## config.mk

```make
export PLATFORM = sky130hd
export DESIGN_NAME = mcs4_cycle_counter
export DESIGN_NICKNAME = d
export VERILOG_FILES = /design/src/rtl/mcs4_pkg.sv /design/src/rtl/mcs4_cycle_counter.sv
export SDC_FILE = /design/constraint.sdc
export NUM_CORES = 1
export LEC_CHECK = 0
export ABC_AREA = 1
export BUFFER_PORTS_ARGS = -buffer_cell sky130_fd_sc_hd__buf_2
export CORE_AREA = 2 2 39 41
export DETAILED_ROUTE_END_ITERATION = 8
export DIE_AREA = 0 0 41 43
export GPL_ROUTABILITY_DRIVEN = 0
export PLACE_DENSITY = 0.31
export SYNTH_ARGS = -nofsm -noshare
export SYNTH_HDL_FRONTEND = slang
export SYNTH_SLANG_ARGS = --single-unit
```

## constraint.sdc

```tcl
create_clock -name clock -period 1.01 [get_ports clock]
set_input_delay 0.0505 -clock clock [delete_from_list [all_inputs] [get_ports clock]]
set_output_delay 0.0505 -clock clock [all_outputs]
set_load 0.02 [all_outputs]
```

## src/rtl/mcs4_pkg.sv

```systemverilog
// rtl/mcs4_pkg.sv - shared MCS-4 bus phase encoding and ROM I/O opcodes
package mcs4_pkg;

  typedef enum logic [2:0] {
    A1 = 3'd0,
    A2 = 3'd1,
    A3 = 3'd2,
    M1 = 3'd3,
    M2 = 3'd4,
    X1 = 3'd5,
    X2 = 3'd6,
    X3 = 3'd7
  } phase_t;

  localparam logic [3:0] OP_WRR = 4'h2;
  localparam logic [3:0] OP_RDR = 4'hA;

endpackage

```

## src/rtl/mcs4_cycle_counter.sv

```systemverilog
// rtl/mcs4_cycle_counter.sv - eight-phase bus cycle counter shared with test_ram
module mcs4_cycle_counter
  import mcs4_pkg::*;
(
  input  logic   clock,
  input  logic   reset,
  input  logic   halt,
  output phase_t cycle
);

  phase_t cycle_next;

  always_ff @(posedge clock) begin
    if (reset) cycle <= A1;
    else       cycle <= cycle_next;
  end

  // 3-bit arithmetic wraps X3 back to A1 on its own
  always_comb begin
    cycle_next = cycle;
    if (!halt) cycle_next = phase_t'(cycle + 3'd1);
  end

endmodule

```

Yosys cells after proc, flatten, opt, wreduce, memory -nomap -nowiden
Cells that the tools add are included.
Widths: inputs -> output; s select.
{"block": "totals", "ff_bits": 3, "in_bits": 3, "output_inout_bits": 3, "wordCells": 2}
{"block": "classes", "addsub": 1}
{"operator": "$add 3x1->3 const B", "count": 1}

Longest topological paths before layout
{"block": "depth", "ltp_word": 1, "ltp_mapped": 4, "depth_no_buf": 4}

Worst setup path after synthesis
OpenSTA, ideal clock, no wires.
{"block": "synth_timing", "kind": "reg-to-reg", "startpoint": "register cycle[0]", "endpoint": "register cycle[1]", "setup_time_ns": 0.116, "arrival_ns": 0.897, "t_required_ns": 0.894, "setup_slack_ns": -0.003, "stages_incl_launch_ff": 4, "n_path_buf": 0, "synth_period_minus_slack_ns": 1.013, "cell_sequence": "dfxtp_1 -> ha_1 -> o21ai_0 -> nor2_1"}
{"block": "synth_between", "elab_chain_len": 1}
{"item": "start: declaration", "line_no": "mcs4_cycle_counter.sv:8", "source": "output phase_t cycle"}
{"item": "start signal: assignment", "line_no": "mcs4_cycle_counter.sv:15", "source": "else cycle <= cycle_next;"}
{"item": "$add 3x1->3", "line_no": "mcs4_cycle_counter.sv:21", "source": "if (!halt) cycle_next = phase_t'(cycle + 3'd1);"}
Every way passes these cells.
A chain may end at the register's enable or synchronous reset.

Worst setup path in the final report
Ends and elaborated chain as after synthesis.

==> impl_metrics.json <==
{
  "power_frac_clock_pct": 54.1,
  "yosys_register_bits": 3,
  "core_um2": 1384,
  "largest_reg_flops": 3,
  "hold_path_class": "input port to flop",
  "dr_total_vias": 129,
  "avgSynthCellArea_um2": 7.654,
  "antenna_found_initial": 0,
  "finalSetupViolCount": 0,
  "fmax_mhz": 1122,
  "yosys.area.top_type": "dfxtp_1",
  "swShare_pct": 24.97,
  "cts.sinks": 3,
  "drc": 0,
  "worst_pin_slew_ns": 0.1035,
  "die_area_um2": 1763,
  "yosys_warnings": 0,
  "start_kind": "flop",
  "place_inst": 38,
  "max_slew_margin_pct": 93.06,
  "period_minus_slack_ns": 0.8909,
  "setup_slack_ns": 0.1191,
  "hold_viol": 0,
  "fin_setup_tns_ns": 0,
  "die_w_um": 41,
  "vias_per_cell": 3.071,
  "synth_cells": 17,
  "crit_required_ns": 1.13,
  "track_usage_pct": 5.115,
  "clk_pin_slew_ns": 0.04,
  "async_flop_share_pct": 0,
  "rsz0062_at_grt": "false",
  "grt-ovfl-total": 0,
  "cts_tree": "built",
  "cts_max_level": 1,
  "end_kind": "flop",
  "drt-initial-drc-count": 0,
  "grt_pass1_wl_um": 496,
  "synth_edf_count": 0,
  "status": "completed",
  "fillers": 160,
  "powerDensity_nw_per_um2": 1927,
  "diodes": 0,
  "power_leakage_nw": 0.1018,
  "synth-main-ff-cell": "dfxtp_1",
  "wl_per_cell_um": 7.143,
  "yosysMostFrequentCell": "nor2_1",
  "die_h_um": 43,
  "grt_max_degree": 6,
  "comb_power_share_pct": 11.5,
  "seqPwrFrac_pct": 34.4,
  "drive_above_1_share_pct": 46.15,
  "cts_root_buffer": "clkbuf_4",
  "synthesis.area_um2": 130.1,
  "path_cells": "ha_1 > o21ai_1 > nor2_1",
  "yosysTopAreaCellShare_pct": 46.15,
  "dp_slack_ns": 0.09340,
  "portBuffers": 5,
  "numCtsBuffers": 3,
  "dp_hpwl_um": 232.6,
  "irDropWorstVdd_mv": 0.3906,
  "final_max_slew_viol_count": 0,
  "synthToLayoutAreaGrowth_pct": 55.77,
  "slowest_delay_ns": 0.33,
  "power.internal_w": 0.0002930,
  "clock_skew_ns": 0.006614,
  "synth_common_cells": "5 x nor2_1, 3 x dfxtp_1, 3 x nand2_1",
  "clk_latency_ns": 0.23,
  "ctsLongestPathBuffers": 2,
  "ys_seq_area_share_pct": 46.15,
  "rows": 14,
  "ios": 6,
  "start_util_pct": 9.403,
  "synth_nets": 21,
  "final_cells": 42,
  "wl_um": 300,
  "firstDrtPassIters": 1,
  "p_switching_w": 0.00009750,
  "period_share_pct": 88.21,
  "drv_cap": 0,
  "synthTopCellsByArea": "dfxtp_1 46%, nor2_1 14%, ha_1 9.6%",
  "nNetsFinal": 31,
  "grt_pass1_vias": 118,
  "worstSetupPathType": "flop to flop",
  "critPathMaxFanout": 4,
  "critical_path_arrival_ns": 1.01,
  "top_regs": "cycle: 3 flops",
  "cp_slowest_cell": "dfxtp_2",
  "synth.distinct_cells": 8,
  "postRouteAntennaNets": 0,
  "regMostFlops": "cycle"
}
-- cells in the final DEF, fill, tap and decap left out --
master    netlist  routed
dfxtp_2         0       1
dfxtp_1         3       2
o21ai_1         0       1
nand3_2         1       1
clkbuf_1        0       1
nor2_1          5       5
nand2_1         3       3
inv_2           2       2
clkbuf_4        0       3
ha_1            1       1
a21oi_1         1       1
buf_2           0       5
-- path summary, 6_finish.rpt --
kind / end / startpoint / depth (start not counted) / slack (ns)
setup reg to reg: cycle[1]$_SDFFE_PP0N_ / cycle[0]$_SDFFE_PP0N_ / 3 / 0.12
hold / removal: cycle[0]$_SDFFE_PP0N_ / reset / 4 / 0.07
setup / recovery: cycle[1]$_SDFFE_PP0N_ / cycle[0]$_SDFFE_PP0N_ / 3 / 0.12
hold reg to reg: cycle[1]$_SDFFE_PP0N_ / cycle[1]$_SDFFE_PP0N_ / 2 / 0.51
-- per-layer routing --
layer / vias up / global-route usage [%] / wire [µm]
met4: 0 / 8.000 / 0
met2: 4 / 4.375 / 113
met1: 54 / 5.128 / 156
met5: - / 0 / 0
met3: 0 / 4.712 / 31
li1: 71 / - / -
-- worst max-delay path: cells and delay by family (launching register included) --
kind,cells,cell delay [ns]
flip-flops,1,0.33
AND/OR/NAND/NOR,1,0.05
AO/OA/AOI/OAI,1,0.12
adder cells (fa/ha/maj),1,0.28
-- stage by stage --
stage	instance area [µm²]	hold WS, ns	util [%]	power (W)
final	202.7	0.06639	14.65	0.0003905
after global routing	202.7	0.05834	14.65	0.0004241
after CTS	202.7	0.05569	14.65	0.0004013
after detailed placement	176.4	0.3041	12.75	0.0001801
after global placement	176.4	0.3030	12.75	0.0001789
after floorplan	131.4	0.1882	-	0.0001633
-- power groups by stage --
stage	registers, W	logic [W]	clock network [W]
5_1_grt	0.000135	0.0000507	0.000239
3_5_place_dp	0.000136	0.0000441	0
3_3_place_gp	0.000135	0.0000436	0
2_1_floorplan	0.000145	0.0000183	0
6_report	0.000134	0.0000448	0.000211
4_1_cts	0.000134	0.0000443	0.000223
-- cell families after synthesis --
group,share of synthesized area [%]
compound gates,7.685
fa+ha+maj,9.614
buf+inv,5.771
flops,46.16
simple gates,30.77
-- layout make-up --
type | instances | area [µm²] | share of cell area [%]
sequential | 3 | 61.31 | 30.25
timing repair buffer | 5 | 25.02 | 12.35
tap | 16 | 20.02 | 9.877
clock buffer | 4 | 26.28 | 12.96
multi-input combinational | 12 | 62.56 | 30.86
inverter | 2 | 7.507 | 3.704
-- repair_timing --
item,in CTS,in global routing
setup buffers,0,0
setup endpoints to repair,0,1
resized for setup,0,1
hold buffers,0,0
No activity file was read; power rests on OpenSTA's default activity.
